==> config.mk <==
export PLATFORM = sky130hd
export DESIGN_NAME = trdb_packet_scheduler
export DESIGN_NICKNAME = d
export VERILOG_FILES = /design/src/rtl/trdb_pkg.sv /design/src/rtl/trdb_resync_counter.sv /design/src/rtl/trdb_packet_scheduler.sv
export SDC_FILE = /design/constraint.sdc
export NUM_CORES = 1
export LEC_CHECK = 0
export ABC_AREA = 0
export CAP_MARGIN = 20
export CORE_UTILIZATION = 44
export CTS_CLUSTER_SIZE = 20
export DETAILED_ROUTE_END_ITERATION = 8
export GPL_ROUTABILITY_DRIVEN = 1
export PLACE_DENSITY = 0.88
export SLEW_MARGIN = 20
export SYNTH_ARGS = -nofsm -noshare
export SYNTH_HDL_FRONTEND = slang
export SYNTH_HIERARCHICAL = 1
export SYNTH_SLANG_ARGS = --single-unit
==> constraint.sdc <==
create_clock -name clk_i -period 5.6 [get_ports clk_i]
set_input_delay 1.12 -clock clk_i [delete_from_list [all_inputs] [get_ports clk_i]]
set_output_delay 1.12 -clock clk_i [all_outputs]
set_load 0.1 [all_outputs]
==> src/rtl/trdb_pkg.sv <==
// Shared types and widths for the trace-encoder packet scheduler.
package trdb_pkg;

  localparam int unsigned PC_LEN       = 32;
  localparam int unsigned PAYLOAD_LEN  = 32;
  localparam int unsigned CAUSE_LEN    = 5;
  localparam int unsigned PRIV_LEN     = 2;
  localparam int unsigned RESYNC_CNT_W = 16;

  typedef enum logic [1:0] {
    F_OPT_EXT    = 2'd0,
    F_DIFF_DELTA = 2'd1,
    F_ADDR_ONLY  = 2'd2,
    F_SYNC       = 2'd3
  } trdb_format_e;

  typedef enum logic [1:0] {
    SF_START   = 2'd0,
    SF_TRAP    = 2'd1,
    SF_CONTEXT = 2'd2,
    SF_SUPPORT = 2'd3
  } trdb_sync_subformat_e;

  typedef enum logic [1:0] {
    SF_PBC = 2'd0,
    SF_JTC = 2'd1
  } trdb_ext_subformat_e;

  typedef enum logic [1:0] {IDLE, START, RUN, DRAIN} trdb_sched_state_e;

  typedef enum logic {CYCLE_MODE, PACKET_MODE} trdb_resync_mode_e;

  typedef struct packed {
    trdb_format_e             format;
    logic [1:0]               subformat;
    logic [PAYLOAD_LEN-1:0]   payload;
    logic [CAUSE_LEN-1:0]     cause;
    logic [PRIV_LEN-1:0]      priv;
  } trdb_pkt_t;

  // Sync packet skeleton; cause/priv filled in by the caller where relevant.
  function automatic trdb_pkt_t sync_pkt(input trdb_sync_subformat_e sf,
                                         input logic [PAYLOAD_LEN-1:0] payload);
    trdb_pkt_t p;
    p           = '0;
    p.format    = F_SYNC;
    p.subformat = sf;
    p.payload   = payload;
    return p;
  endfunction

endpackage

==> src/rtl/trdb_resync_counter.sv <==
// Resync interval counter: saturating count of RUN cycles or emitted non-sync packets,
// raising a sticky pending flag at the terminal value.
module trdb_resync_counter
  import trdb_pkg::*;
#(
  parameter trdb_resync_mode_e MODE = CYCLE_MODE,
  parameter int unsigned       MAX  = 1023
) (
  input  logic clk_i,
  input  logic rst_i,
  input  logic run_i,
  input  logic pkt_i,
  input  logic clear_i,
  output logic pending_o
);

  localparam logic [RESYNC_CNT_W-1:0] Terminal = RESYNC_CNT_W'(MAX);

  logic [RESYNC_CNT_W-1:0] count;
  logic [RESYNC_CNT_W-1:0] count_next;
  logic                    inc;

  always_comb begin
    inc        = (MODE == CYCLE_MODE) ? run_i : pkt_i;
    count_next = count;
    if (inc && (count != Terminal)) count_next = count + RESYNC_CNT_W'(1);
  end

  // A sync grant wins over any same-cycle increment.
  always_ff @(posedge clk_i or posedge rst_i) begin
    if (rst_i) begin
      count     <= '0;
      pending_o <= 1'b0;
    end else if (clear_i) begin
      count     <= '0;
      pending_o <= 1'b0;
    end else begin
      count <= count_next;
      if (count_next == Terminal) pending_o <= 1'b1;
    end
  end

endmodule

==> src/rtl/trdb_packet_scheduler.sv <==
// Arbitrates trace-encoder packet requests onto the single packet-emitter datapath
// through a one-entry registered output slot with valid/ready handshake.
module trdb_packet_scheduler
  import trdb_pkg::*;
#(
  parameter trdb_resync_mode_e RESYNC_MODE = CYCLE_MODE,
  parameter int unsigned       RESYNC_MAX  = 1023
) (
  input  logic                   clk_i,
  input  logic                   rst_i,
  input  logic                   enable_i,
  input  logic [PC_LEN-1:0]      pc_i,
  input  logic                   trap_valid_i,
  input  logic [CAUSE_LEN-1:0]   trap_cause_i,
  input  logic [PC_LEN-1:0]      trap_addr_i,
  output logic                   trap_ready_o,
  input  logic                   ctx_valid_i,
  input  logic [PRIV_LEN-1:0]    ctx_priv_i,
  output logic                   ctx_ready_o,
  input  logic                   addr_valid_i,
  input  logic [PAYLOAD_LEN-1:0] addr_i,
  output logic                   addr_ready_o,
  input  logic                   diff_valid_i,
  input  logic [PAYLOAD_LEN-1:0] diff_i,
  output logic                   diff_ready_o,
  input  logic                   pbc_valid_i,
  input  logic [PAYLOAD_LEN-1:0] pbc_i,
  output logic                   pbc_ready_o,
  output logic                   pkt_valid_o,
  input  logic                   pkt_ready_i,
  output logic [1:0]             pkt_format_o,
  output logic [1:0]             pkt_subformat_o,
  output logic [PAYLOAD_LEN-1:0] pkt_payload_o,
  output logic [CAUSE_LEN-1:0]   pkt_cause_o,
  output logic [PRIV_LEN-1:0]    pkt_priv_o,
  output logic                   resync_pending_o
);

  trdb_sched_state_e state;
  trdb_pkt_t         pkt_q;
  trdb_pkt_t         pkt_next;

  logic slot_free, run_grant, hi_req, lo_block;
  logic start_grant, resync_grant, sync_grant, nonsync_grant, grant;

  assign slot_free   = !pkt_valid_o || pkt_ready_i;
  assign run_grant   = (state == RUN) && enable_i && slot_free;
  assign start_grant = (state == START) && enable_i && slot_free;
  assign hi_req      = trap_valid_i || ctx_valid_i;
  // A due resync holds off the low-priority sources until it goes out.
  assign lo_block    = hi_req || resync_pending_o;

  assign trap_ready_o = run_grant && trap_valid_i;
  assign ctx_ready_o  = run_grant && ctx_valid_i && !trap_valid_i;
  assign resync_grant = run_grant && resync_pending_o && !hi_req;
  assign addr_ready_o = run_grant && !lo_block && addr_valid_i;
  assign diff_ready_o = run_grant && !lo_block && !addr_valid_i && diff_valid_i;
  assign pbc_ready_o  = run_grant && !lo_block && !addr_valid_i && !diff_valid_i && pbc_valid_i;

  assign sync_grant    = start_grant || trap_ready_o || ctx_ready_o || resync_grant;
  assign nonsync_grant = addr_ready_o || diff_ready_o || pbc_ready_o;
  assign grant         = sync_grant || nonsync_grant;

  // Payload selection for whichever source wins this cycle.
  always_comb begin
    pkt_next = '0;
    if (start_grant || resync_grant) begin
      pkt_next = sync_pkt(SF_START, PAYLOAD_LEN'(pc_i));
    end else if (trap_ready_o) begin
      pkt_next       = sync_pkt(SF_TRAP, PAYLOAD_LEN'(trap_addr_i));
      pkt_next.cause = trap_cause_i;
    end else if (ctx_ready_o) begin
      pkt_next      = sync_pkt(SF_CONTEXT, '0);
      pkt_next.priv = ctx_priv_i;
    end else if (addr_ready_o) begin
      pkt_next.format  = F_ADDR_ONLY;
      pkt_next.payload = addr_i;
    end else if (diff_ready_o) begin
      pkt_next.format  = F_DIFF_DELTA;
      pkt_next.payload = diff_i;
    end else if (pbc_ready_o) begin
      pkt_next.format    = F_OPT_EXT;
      pkt_next.subformat = SF_PBC;
      pkt_next.payload   = pbc_i;
    end
  end

  always_ff @(posedge clk_i or posedge rst_i) begin
    if (rst_i) begin
      state       <= IDLE;
      pkt_valid_o <= 1'b0;
      pkt_q       <= '0;
    end else begin
      if (grant) begin
        pkt_q       <= pkt_next;
        pkt_valid_o <= 1'b1;
      end else if (pkt_ready_i) begin
        pkt_valid_o <= 1'b0;
      end
      case (state)
        IDLE:    if (enable_i) state <= START;
        START:   if (!enable_i) state <= IDLE;
                 else if (slot_free) state <= RUN;
        RUN:     if (!enable_i) state <= DRAIN;
        DRAIN:   if (!pkt_valid_o || pkt_ready_i) state <= IDLE;
        default: state <= IDLE;
      endcase
    end
  end

  assign pkt_format_o    = pkt_q.format;
  assign pkt_subformat_o = pkt_q.subformat;
  assign pkt_payload_o   = pkt_q.payload;
  assign pkt_cause_o     = pkt_q.cause;
  assign pkt_priv_o      = pkt_q.priv;

  trdb_resync_counter #(
    .MODE (RESYNC_MODE),
    .MAX  (RESYNC_MAX)
  ) u_resync (
    .clk_i     (clk_i),
    .rst_i     (rst_i),
    .run_i     (state == RUN),
    .pkt_i     (nonsync_grant),
    .clear_i   (sync_grant),
    .pending_o (resync_pending_o)
  );

endmodule

After elaboration in Yosys (flattened, before gate mapping)
Index checks and enable logic that the tools add are counted.
{ "classes": {"mux": 23, "n_reduce_logical": 36, "addsub": 1, "eq_ne": 9} }
{ "op_table": {"columns": ["op", "n"], "rows": [
  ["32-bit 2-to-1 mux", 3],
  ["43-bit 2-to-1 mux", 2],
  ["36-bit 2-to-1 mux", 1],
  ["16-bit 2-to-1 mux", 2],
  ["2-bit 2-to-1 mux", 9],
  ["16-bit by 1-bit adder with 16-bit output (second input constant)", 1],
  ["16-bit by 10-bit equality test with 1-bit output (second input constant)", 1],
  ["1-bit logical AND", 16],
  ["16-bit by 10-bit inequality test with 1-bit output (second input constant)", 1],
  ["1-bit logical OR", 10],
  ["2-bit one-hot mux with 4 select lines", 1],
  ["1-bit zero test", 6],
  ["2-bit inequality test (second input constant)", 3],
  ["1-bit 2-to-1 mux", 5],
  ["2-bit equality test (second input constant)", 2],
  ["4-bit AND reduction", 1],
  ["2-bit nonzero test", 2],
  ["3-bit inequality test (second input constant)", 1],
  ["2-bit by 1-bit equality test with 1-bit output (second input constant)", 1],
  ["2-bit zero test", 1]
]} }
{ "word_totals": {"regBits": 63} }

Logic depth before layout (Yosys ltp)
{ "depth": {"ltp_word": 13, "ltp_mapped": 9} }

Hierarchy
Netlist, hierarchy kept.
{ "by_module_without_submodules": {"columns": ["module", "cells_each", "n_inst", "area_each_um2", "seq_area_each_um2"], "rows": [
  ["trdb_packet_scheduler", 360, 1, 3169.3, 1151.1],
  ["trdb_resync_counter", 140, 1, 1187.4, 425.4]
]} }

Worst setup path before layout
No wires, ideal clock.
{ "synth_timing": {"path_type": "input-to-output", "start": "input port trap_valid_i", "end": "output port pbc_ready_o", "n_path_buf": 2, "slack_ns": -0.290, "stages": 5, "arrival_time_ns": 4.770, "required_ns": 4.480, "cell_sequence": "buf_2 nor3_4 clkbuf_1 nand2_1 nor4_1"} }
{ "synth_via": {"elab_chain_len": 7} }
{ "synth_rtl": {"columns": ["item", "line_no", "rtl"], "rows": [
  ["from (decl)", "trdb_packet_scheduler.sv:13", "input logic trap_valid_i,"],
  ["1-bit logical OR", "trdb_packet_scheduler.sv:49", "assign hi_req = trap_valid_i || ctx_valid_i;"],
  ["1-bit logical OR", "trdb_packet_scheduler.sv:51", "assign lo_block = hi_req || resync_pending_o;"],
  ["1-bit zero test", "trdb_packet_scheduler.sv:58", "assign pbc_ready_o = run_grant && !lo_block && !addr_valid_i && !diff_valid_i && pbc_valid_i;"],
  ["1-bit logical AND (4 in series)", "trdb_packet_scheduler.sv:58", null],
  ["to (decl)", "trdb_packet_scheduler.sv:28", "output logic pbc_ready_o,"]
]} }
No other way between the ends.

Worst setup path in the final report
{ "layout_timing": {"start": "input port enable_i", "end": "output port trap_ready_o"} }
{ "layout_via": {"elab_chain_len": 3} }
{ "layout_rtl": {"columns": ["item", "line_no", "rtl"], "rows": [
  ["from (decl)", "trdb_packet_scheduler.sv:11", "input logic enable_i,"],
  ["1-bit logical AND (2 in series)", "trdb_packet_scheduler.sv:47", "assign run_grant = (state == RUN) && enable_i && slot_free;"],
  ["1-bit logical AND", "trdb_packet_scheduler.sv:53", "assign trap_ready_o = run_grant && trap_valid_i;"],
  ["to (decl)", "trdb_packet_scheduler.sv:16", "output logic trap_ready_o,"]
]} }
No other way between the ends.

==> impl_metrics.py <==
metrics = {
    "timing": {
        "max_slew_margin_pct": 29.8,
        "drv_slew": 0,
        "fin_skew_ps": 9.99,
        "layout_min_cycle_time_ps": 4350,
        "rsz0062_at_grt": "no",
        "fin_setup_tns_ps": 0,
        "tightestPinTransition_ps": 1050,
        "setup_viol": 0,
        "fmax_mhz": 230,
        "finalHoldViolCount": 0,
        "finalCritPeriodShare_pct": 77.6,
    },
    "floorplanning": {
        "dieHeight_microns": 101,
        "start_util_pct": 46.2,
        "rows": 35,
        "core_sq_um": 9420,
        "die_area_sq_um": 10300,
        "die_x_microns": 101,
        "io_pins": 226,
    },
    "grt": {
        "met3_usage_pct": 7.25,
        "use_met2_pct": 56.0,
        "grt_use_met1_pct": 35.4,
        "grt_max_degree": 53,
        "top_usage_layer": "met2",
        "grt_antenna_before_repair": 0,
        "grtUsageTotal_pct": 31.7,
        "grt_pass1_wl_microns": 25100,
        "grt-ovfl-total": 0,
        "grt_pass1_vias": 5089,
    },
    "cts": {
        "tritoncts": "done",
        "numClockSinks": 63,
        "clock_path_buffers": 2,
        "clock-root-buffer": "clkbuf_8",
        "cts.repair.resized": 0,
        "cts_hold_buf": 0,
        "h-tree-depth": 3,
        "numCtsBuffers": 9,
        "path_clk_slew_ps": 70,
        "cts_setup_buffers": 0,
        "clock_latency_ps": 330,
    },
    "run_status": {
        "status": "finished clean",
    },
    "routing": {
        "wire_per_inst_microns": 19.4,
        "routed_via_density": 5.98,
        "totalWireLength_microns": 16100,
        "drt_iter0_markers": 291,
        "drc": 0,
        "ant_nets": 0,
        "drt_pass1_iterations": 5,
        "via_count": 4937,
    },
    "worst_setup_path": {
        "arrival_ps": 3230,
        "r2r_slack_ps": 2530,
        "critPathCaptureType": "output pin",
        "start_kind": "input port",
        "cp_max_fo": 33,
        "cp.required_ps": 4480,
        "worstSetupPathType": "input port to output pin",
    },
    "placement": {
        "gp_congestion": 0.929,
        "port_buffers": 225,
        "placedCellCount": 810,
        "dp_hpwl_microns": 11600,
    },
    "power_and_ir_drop": {
        "power_density_nw_per_um2": 508,
        "ir_drop_v": 0.000316,
        "p_leak_nw": 2.70,
    },
    "layout": {
        "final_cell_mix": "clkdlybuf4s50_1, nor2_1, dfrtp_1, a221oi_1, o21ai_0",
        "regArea_sq_um": 1580,
        "area_delta_synth_final_pct": 58.0,
        "fillCellCount": 682,
        "final_layout_size_suffix_gt1_share_pct": 10.3,
        "final_common_cell": "clkdlybuf4s50_1",
        "multi_input_area_sq_um": 2510,
        "fin_cells": 826,
        "diodes": 0,
        "final_nets": 869,
    },
    "synth": {
        "synthCells": 499,
        "synth_fp_nets": 676,
        "ys_warn_count": 6,
        "syn_area_sq_um": 4350,
        "syn_avg_cell_area_sq_um": 8.72,
    },
    "worst_hold_path": {
        "min_path_type": "flip-flop to flip-flop",
    },
    "flow_run": {
        "maxCapViolations": 0,
    },
}
[final timing paths]
| check | start | end | depth (start not counted) |
|---|---|---|---|
| setup / recovery | enable_i | trap_ready_o | 4 |
| hold / removal | pkt_subformat_o[1] | pkt_subformat_o[1] | 1 |
| setup reg to reg | u_resync/count[0] | u_resync/pending_o | 7 |
| hold reg to reg | pkt_subformat_o[1] | pkt_subformat_o[1] | 1 |
| max in group asynchronous | rst_i | pkt_payload_o[3] | 2 |
| min in group asynchronous | rst_i | u_resync/count[6] | 2 |
[sequential cells by signal, indices dropped and copies added, names as in the netlist, named ones only]
register	cells
pkt_subformat_o	2
pkt_payload_o	32
pkt_format_o	2
pkt_priv_o	2
pkt_cause_o	5
u_resync/count	16
pkt_valid_o	1
u_resync/pending_o	1
state	1
[where the power goes]
part           switching, mW  total [mW]  internal, mW
logic                   1.64        2.25         0.603
clock network          0.182       0.502         0.320
registers              0.118       0.743         0.626
total                   1.94        3.49          1.55
[through the flow]
step                hold slack, ps  power, mW  setup WS [ps]  area, sq um  utilization [%]
detailed placement             479       2.98           1300         6620             70.3
CTS                            494       3.49           1280         6870             73.0
floorplan                      481       2.36            307         4360                -
finish                         488       3.49           1250         6880             73.0
global route                   512       3.63           1180         6880             73.0
global placement               461       2.93           1340         6590             70.0
[cell type report]
| type | count | share of cell area (%) |
|---|---|---|
| clock inverters | 5 | 1.51 |
| well taps | 129 | 2.35 |
| flip-flops and latches | 63 | 22.9 |
| repair buffers | 233 | 34.0 |
| inverters | 9 | 0.509 |
| multi-input cells | 376 | 36.5 |
| clock buffers | 11 | 2.20 |
[per-layer routing]
metal / wire length [microns] / vias up
li1: - / 2256
met1: 5910 / 2331
met2: 8170 / 304
met3: 1430 / 46
met4: 546 / 0
met5: 0 / -
[worst max-delay path, stage by stage]
cell             delay [ps]
clkdlybuf4s50_1         660
and3_1                  450
and2_4                  590
buf_4                   390
(Power assumes the default switching activity.)
